**src/rtl/idex_pkg.sv**
```systemverilog
// Shared definitions for the ID/EX pipeline latch: control-word layout and
// the per-edge update selection used by the latch.
package idex_pkg;

  localparam int CTRL_W   = 16;

  // Bit positions inside the packed ID control word
  localparam int REGWRITE = 0;
  localparam int MEMREAD  = 1;
  localparam int MEMWRITE = 2;
  localparam int MEMTOREG = 3;
  localparam int ALUSRC   = 4;
  localparam int ALUOP_LO = 5;
  localparam int ALUOP_HI = 8;
  localparam int USES_RS  = 9;
  localparam int USES_RT  = 10;

  typedef enum logic [1:0] {
    UPD_HOLD   = 2'd0,
    UPD_FLUSH  = 2'd1,
    UPD_BUBBLE = 2'd2,
    UPD_LOAD   = 2'd3
  } updSel_e;

  // Resolve what the latch does this edge: hold > flush > hazard > load
  function automatic updSel_e pickUpdate(input logic hold, input logic flush,
                                         input logic hazard);
    if (hold)        return UPD_HOLD;
    else if (flush)  return UPD_FLUSH;
    else if (hazard) return UPD_BUBBLE;
    else             return UPD_LOAD;
  endfunction

endpackage

```
**src/rtl/id_ex_reg_load_use_detect.sv**
```systemverilog
// Load-use hazard detection: the instruction in EX is a load whose
// destination (other than $0) is read by the valid instruction in ID.
module load_use_detect (
  input  logic       idValid,
  input  logic       idUsesRs,
  input  logic       idUsesRt,
  input  logic [4:0] idRsAddr,
  input  logic [4:0] idRtAddr,
  input  logic       exValid,
  input  logic       exMemRead,
  input  logic [4:0] exWrAddr,
  output logic       hazard
);

  logic rsMatch;
  logic rtMatch;

  // Compare both source operands against the pending load destination
  always_comb begin
    rsMatch = idUsesRs && (idRsAddr == exWrAddr);
    rtMatch = idUsesRt && (idRtAddr == exWrAddr);
    hazard  = idValid && exValid && exMemRead && (exWrAddr != 5'd0)
              && (rsMatch || rtMatch);
  end

endmodule

```
**src/rtl/id_ex_reg.sv**
```systemverilog
// ID/EX pipeline register with load-use bubble insertion, flush, downstream
// hold and a saturating count of inserted bubbles.
module id_ex_reg #(
  parameter int          CTRL_W     = idex_pkg::CTRL_W,
  parameter logic [15:0] BUBBLE_MAX = 16'hFFFF
) (
  input  logic              clk,
  input  logic              reset,
  input  logic              id_valid,
  input  logic [31:0]       id_pc,
  input  logic [31:0]       id_rs_data,
  input  logic [31:0]       id_rt_data,
  input  logic [31:0]       id_imm,
  input  logic [4:0]        id_rs_addr,
  input  logic [4:0]        id_rt_addr,
  input  logic [4:0]        id_wr_addr,
  input  logic [CTRL_W-1:0] id_ctrl,
  input  logic              flush,
  input  logic              hold,
  output logic              ex_valid,
  output logic [31:0]       ex_pc,
  output logic [31:0]       ex_rs_data,
  output logic [31:0]       ex_rt_data,
  output logic [31:0]       ex_imm,
  output logic [4:0]        ex_rs_addr,
  output logic [4:0]        ex_rt_addr,
  output logic [4:0]        ex_wr_addr,
  output logic [CTRL_W-1:0] ex_ctrl,
  output logic              stall_out,
  output logic [15:0]       bubble_cnt
);

  import idex_pkg::*;

  logic    hazard;
  updSel_e upd;

  load_use_detect uDetect (
    .idValid   (id_valid),
    .idUsesRs  (id_ctrl[USES_RS]),
    .idUsesRt  (id_ctrl[USES_RT]),
    .idRsAddr  (id_rs_addr),
    .idRtAddr  (id_rt_addr),
    .exValid   (ex_valid),
    .exMemRead (ex_ctrl[MEMREAD]),
    .exWrAddr  (ex_wr_addr),
    .hazard    (hazard)
  );

  // Select the latch action; a flush wins over a hazard so no stall is needed
  always_comb begin
    upd       = pickUpdate(hold, flush, hazard);
    stall_out = !reset && (hold || (!flush && hazard));
  end

  // Valid/control and bubble counter: the only state that flush/bubble alter
  always_ff @(posedge clk or posedge reset) begin
    if (reset) begin
      ex_valid   <= 1'b0;
      ex_ctrl    <= '0;
      bubble_cnt <= 16'd0;
    end else begin
      case (upd)
        UPD_HOLD: ;
        UPD_FLUSH: begin
          ex_valid <= 1'b0;
          ex_ctrl  <= '0;
        end
        UPD_BUBBLE: begin
          ex_valid <= 1'b0;
          ex_ctrl  <= '0;
          if (bubble_cnt < BUBBLE_MAX)
            bubble_cnt <= bubble_cnt + 16'd1;
        end
        UPD_LOAD: begin
          ex_valid <= id_valid;
          ex_ctrl  <= id_valid ? id_ctrl : '0;
        end
        default: ;
      endcase
    end
  end

  // Datapath copies follow ID unless frozen; their value is irrelevant while
  // ex_valid is low, so flush and bubble simply let them load
  always_ff @(posedge clk or posedge reset) begin
    if (reset) begin
      ex_pc      <= 32'd0;
      ex_rs_data <= 32'd0;
      ex_rt_data <= 32'd0;
      ex_imm     <= 32'd0;
      ex_rs_addr <= 5'd0;
      ex_rt_addr <= 5'd0;
      ex_wr_addr <= 5'd0;
    end else if (!hold) begin
      ex_pc      <= id_pc;
      ex_rs_data <= id_rs_data;
      ex_rt_data <= id_rt_data;
      ex_imm     <= id_imm;
      ex_rs_addr <= id_rs_addr;
      ex_rt_addr <= id_rt_addr;
      ex_wr_addr <= id_wr_addr;
    end
  end

endmodule
```
**config.mk**
```make
export PLATFORM = sky130hd
export DESIGN_NAME = id_ex_reg
export DESIGN_NICKNAME = d
export VERILOG_FILES = /design/src/rtl/idex_pkg.sv /design/src/rtl/id_ex_reg_load_use_detect.sv /design/src/rtl/id_ex_reg.sv
export SDC_FILE = /design/constraint.sdc
export NUM_CORES = 1
export LEC_CHECK = 0
export BUFFER_PORTS_ARGS = -buffer_cell sky130_fd_sc_hd__buf_2
export CAP_MARGIN = 20
export CORE_MARGIN = 2
export CORE_UTILIZATION = 29
export DETAILED_ROUTE_END_ITERATION = 10
export PLACE_DENSITY_LB_ADDON = 0.25
export SYNTH_ARGS = -nofsm -noshare
export SYNTH_HDL_FRONTEND = slang
export SYNTH_SLANG_ARGS = --single-unit
export TNS_END_PERCENT = 100
```
**constraint.sdc**
```tcl
create_clock -name clk -period 5.76 [get_ports clk]
set_clock_uncertainty 0.15 [all_clocks]
set_input_delay 0.288 -clock clk [delete_from_list [all_inputs] [get_ports clk]]
set_output_delay 0.288 -clock clk [all_outputs]
set_load 0.02 [all_outputs]
```
* Yosys cells after proc, flatten, opt, wreduce, memory -nomap -nowiden *
Cells that the tools add are included.

storage, ports and cells
  memories = 0
  output and inout port bits = 177
  word-level logic and storage cells = 39
  bits in read-only memories = 0
  flip-flop bits (word level) = 176
  bits in writable memories = 0
  latch bits = 0

cells by class
  bitwise logic cells = 0
  divide/modulo/power cells = 0
  add/subtract/negate cells = 1
  multiply operators = 0
  mux-type cells = 6
  reduce and logical (&&, ||, !) cells = 16
  equality and inequality tests = 5
  magnitude comparators = 1
  shift operators = 0

operators with widths
  cell                                                 count
  case mux 16 bit (2 select lines)                     1
  adder 16 x 1 -> 16 bit (second input constant)       1
  less-than comparator 16 bit (second input constant)  1
  2-to-1 mux 16 bit                                    1
  == test 5 bit                                        2
  logical AND 1 bit                                    8
  nonzero test 5 bit                                   1
  == test 2 bit (second input constant)                2
  2-to-1 mux 2 bit                                     2
  == test 2 x 1 -> 1 bit (second input constant)       1
  zero test 1 bit                                      2
  logical OR 1 bit                                     2
  case mux 1 bit (2 select lines)                      1
  AND reduction 2 bit                                  1
  nonzero test 2 bit                                   1
  OR reduction 2 bit                                   1
  2-to-1 mux 1 bit                                     1

* Longest topological paths before layout *
  depth in word-level cells = 10
  mapped depth = 6
  depth with buffers taken out = 6

* By module *
A second synthesis with hierarchy kept.

second synthesis, totals
  cell total of the unflattened synthesis = 438
  area, all modules = 6866.6 sq um

modules (own cells, without submodules)
  module           cells an instance  sequential area each (sq um)  area each (sq um)  instances
  id_ex_reg        421                4404.2                        6735.2             1
  load_use_detect  17                 0.0                           131.4              1

* Least setup slack after synthesis *
No wires, ideal clock.

  kind = reg-to-output
  start point = reg ex_wr_addr[0]
  end point = out stall_out
  arrival = 1778 ps
  cell stages (with the launch flop) = 7
  required time = 5322 ps
  path slack = 3544 ps
  buffers on the path = 1
  cells stage by stage = dfrtp_1 -> xnor2_1 -> nand4_1 -> o22ai_2 -> buf_2 -> a21oi_1 -> nor2_1

between the ends
  cells in the longest elaborated chain, start to end = 7
  elaborated cells between the ends (all ways) = 11

ends and longest elaborated chain
  element                               line                                                              RTL
  from (decl)                           id_ex_reg.sv:27                                                   output logic [4:0] ex_wr_addr,
  from (signal assigned)                id_ex_reg.sv:102                                                  ex_wr_addr <= id_wr_addr;
  == test 5 bit (on tied branches)      id_ex_reg_load_use_detect.sv:20, id_ex_reg_load_use_detect.sv:21
  logical AND 1 bit (on tied branches)  id_ex_reg_load_use_detect.sv:20, id_ex_reg_load_use_detect.sv:21
  logical OR 1 bit                      id_ex_reg_load_use_detect.sv:23                                   && (rsMatch || rtMatch);
  logical AND 1 bit (*)                 id_ex_reg_load_use_detect.sv:23
  logical AND 1 bit (*)                 id_ex_reg.sv:53                                                   stall_out = !reset && (hold || (!flush && hazard));
  logical OR 1 bit (*)                  id_ex_reg.sv:53
  logical AND 1 bit (*)                 id_ex_reg.sv:53
  to (decl)                             id_ex_reg.sv:29                                                   output logic stall_out,

Mark *: on every way between the ends. The rest lies on a longest branch, timed or not.

* Final worst setup path *
  start point = in id_rt_addr[4]
  end point = out stall_out

between the ends
  cells in the longest elaborated chain, start to end = 7

ends and longest elaborated chain
  element            line                             RTL
  from (decl)        id_ex_reg.sv:15                  input logic [4:0] id_rt_addr,
  == test 5 bit      id_ex_reg_load_use_detect.sv:21  rtMatch = idUsesRt && (idRtAddr == exWrAddr);
  logical AND 1 bit  id_ex_reg_load_use_detect.sv:21
  logical OR 1 bit   id_ex_reg_load_use_detect.sv:23
  logical AND 1 bit  id_ex_reg_load_use_detect.sv:23
  logical AND 1 bit  id_ex_reg.sv:53
  logical OR 1 bit   id_ex_reg.sv:53
  logical AND 1 bit  id_ex_reg.sv:53

Every way passes these cells.

==> qor.yml <==
status:
  outcome: "completed"
global_route:
  grt-ovfl-total: 0
  antenna_found_initial: 0
  grt_pass1_wl_um: 29100
  track_usage: 0.150
  grt_max_degree: 79
  grt_pass1_vias: 5734
hold_path:
  hold-path-cell-count: 6
  hp-class: "in -> reg"
  hold_path_end: "bubble_cnt[12]$_DFFE_PP0P_"
  hold_start: "flush"
clocking:
  cts_root_buffer: "clkbuf_16"
  htreeDepth: 4
  clock-sinks: 176
  clock_latency_ns: 0.43
  path_clk_slew_ns: 0.07
  post_cts_resized: 0
  cts_tree: "done"
  clockBufferDepth: 2
  cts_buffers: 17
setup_path:
  path_cells: "dlygate4sd3_1 -> buf_2 -> xnor2_1 -> nand4_1 -> o22ai_2 -> a21oi_1 -> nor2_1 -> buf_2"
  crit_top_cell: "buf_2"
  reg2reg_to: "ex_ctrl[3]$_DFFE_PP0P_"
  crit_path_max_incr_delay_ns: 0.66
  cp-startpoint: "id_rt_addr[4]"
  reg2reg_from: "ex_wr_addr[4]$_DFFE_PP0N_"
  required_ns: 5.32
  criticalPathCategory: "in -> out"
  arrival_ns: 2.43
  r2r.worst_path.cells: 5
  endpoint_kind: "output port"
  r2r_slack_ns: 3.48
  crit_slowest_cell: "o22ai_2"
  critPathMaxFanout: 17
  start_kind: "input pin"
drt:
  first_pass_iters: 4
  wl_um: 19000
  ant_nets: 0
  drtIter0Drc: 175
  viasPerCell: 4.30
  drc_errors: 0
  wl_per_cell_um: 14.9
  num_vias: 5471
finish:
  nets: 1104
  area_growth_syn_to_layout_pct: 61.8
  drive_gt1_frac: 0.555
  fillers: 2083
  fin_util: 0.476
  antennaDiodeCount: 0
sta:
  setup-tns-final_ns: 0
  tightest_slew_ns: 0.922
  period_share: 0.498
  min_period_ns: 2.87
  slew_headroom: 0.385
  rsz0062_at_grt: "no"
  hold_viol_final: 0
  clock.fmax_ghz: 0.348
  finalSetupViolCount: 0
  maxSlewViolCount: 0
placed_design:
  gp_congestion: 0.748
  dp_hpwl_um: 12500
  place.port_buffers: 340
logic_synthesis:
  synth_cell_types: 32
  synth_flop_cell: "dfrtp_1"
  synth_area_mm2: 0.00686
  async_reset_ff_frac: 1.00
  postSynthCellCount: 437
  syn_area_per_cell_um2: 15.7
  synth_edf_count: 0
  syn_nets: 602
  ys_seq_area_frac: 0.642
  yosysWarnings: 0
  ys_ff_latch: 176
floorplanning:
  die_h_um: 158
  start_util: 0.294
  ioPinCount: 341
  row_count: 56
  dieArea_mm2: 0.0249
  core-area_mm2: 0.0233
  die_w_um: 158
power_and_ir_drop:
  power_density_mw_per_mm2: 287
  peakVddDrop_v: 0.000170
  p_leak_nw: 5.27
run:
  maxCapViolations: 0
power breakdown:
group / internal (W) / total (W) / switching (W)
clock network: 0.000673 / 0.00119 / 0.000520
logic: 0.000286 / 0.000590 / 0.000304
registers: 0.00134 / 0.00140 / 0.0000555
sequential cells by signal, summed over array words and instances, names as in the netlist, 16 cells and up:
name        count
bubble_cnt     16
ex_imm         32
ex_pc          32
ex_rt_data     32
ex_ctrl        16
ex_rs_data     32
cell usage after synthesis, drive strengths merged, types with 2 or more instances:
cell,count,area (µm²)
dfrtp,176,4400
clkbuf,14,52.6
nand3,11,55.1
xnor2,25,219
and3,5,31.3
nor2,4,22.5
buf,7,55.1
mux2,144,1620
a22o,16,140
nor3,3,15.0
nand2,6,25.0
nand4,11,68.8
nor3b,2,20.0
how the worst max path moves through the flow:
stage,to,cells past startpoint
2_1_floorplan,bubble_cnt[0]$_DFFE_PP0P_,1
3_3_place_gp,stall_out,5
5_1_grt,stall_out,6
3_5_place_dp,stall_out,5
6_report,stall_out,8
4_1_cts,stall_out,8
final cells by class:
| class | count | area, µm² | area share |
|---|---|---|---|
| Inverter | 1 | 8.76 | 0.000789 |
| Multi-Input combinational cell | 239 | 2340 | 0.211 |
| Clock buffer | 20 | 457 | 0.0412 |
| Tap cell | 319 | 399 | 0.0360 |
| Sequential cell | 176 | 4400 | 0.397 |
| Clock inverter | 12 | 145 | 0.0131 |
| Timing Repair Buffer | 504 | 3340 | 0.301 |
what timing repair did:
action                    in CTS  in global routing
setup buffers                  0                  0
hold buffers                 160                  0
hold endpoints to repair     235                  0
kinds of logic after synthesis:
group / share of synthesized area
simple gates: 0.0416
flops: 0.642
fa+ha+maj: 0.00182
compound gates: 0.0299
buf+inv: 0.0162
mux: 0.236
xor+xnor: 0.0319
critical path, delay by kind of cell:
family                 cells  cell delay (ns)
AO/OA/AOI/OAI              2             0.85
XOR/XNOR                   1             0.18
AND/OR/NAND/NOR            2             0.26
buffers and inverters      3             0.85
cell usage in the layout (no fill, tap or decap), types with 2 or more instances in the layout:
cell             n
buf_2          339
dfrtp_1        176
dlygate4sd3_1  160
mux2_2         143
xnor2_1         25
clkbuf_16       17
a22o_1          16
nand4_1         11
nand3_1         11
inv_6            6
nand2_1          5
and3_1           5
buf_4            4
nor2_1           3
nor3_1           3
clkinv_4         3
bufinv_16        2
clkinvlp_4       2
clkbuf_8         2
through the flow:
step / power, W / hold slack (ns) / instance area [µm²] / setup WS (ns) / std cells
finish: 0.00318 / 0.259 / 11100 / 2.89 / 1271
global route: 0.00334 / 0.267 / 11100 / 2.72 / 1271
floorplan: 0.00172 / 0.266 / 6860 / 0.548 / 437
global placement: 0.00192 / 0.328 / 8890 / 3.40 / 1079
detailed placement: 0.00193 / 0.325 / 8890 / 3.39 / 1079
CTS: 0.00323 / 0.236 / 11100 / 2.91 / 1271
per-layer routing:
| layer | GRT usage | part of all wire | vias to the layer above |
|---|---|---|---|
| met5 | 0 | 0 | - |
| met4 | 0.0571 | 0.014 | 0 |
| met3 | 0.0452 | 0.075 | 14 |
| met2 | 0.265 | 0.51 | 211 |
| met1 | 0.170 | 0.41 | 2671 |
| li1 | - | - | 2575 |
Power figures use the tool's default switching activity.
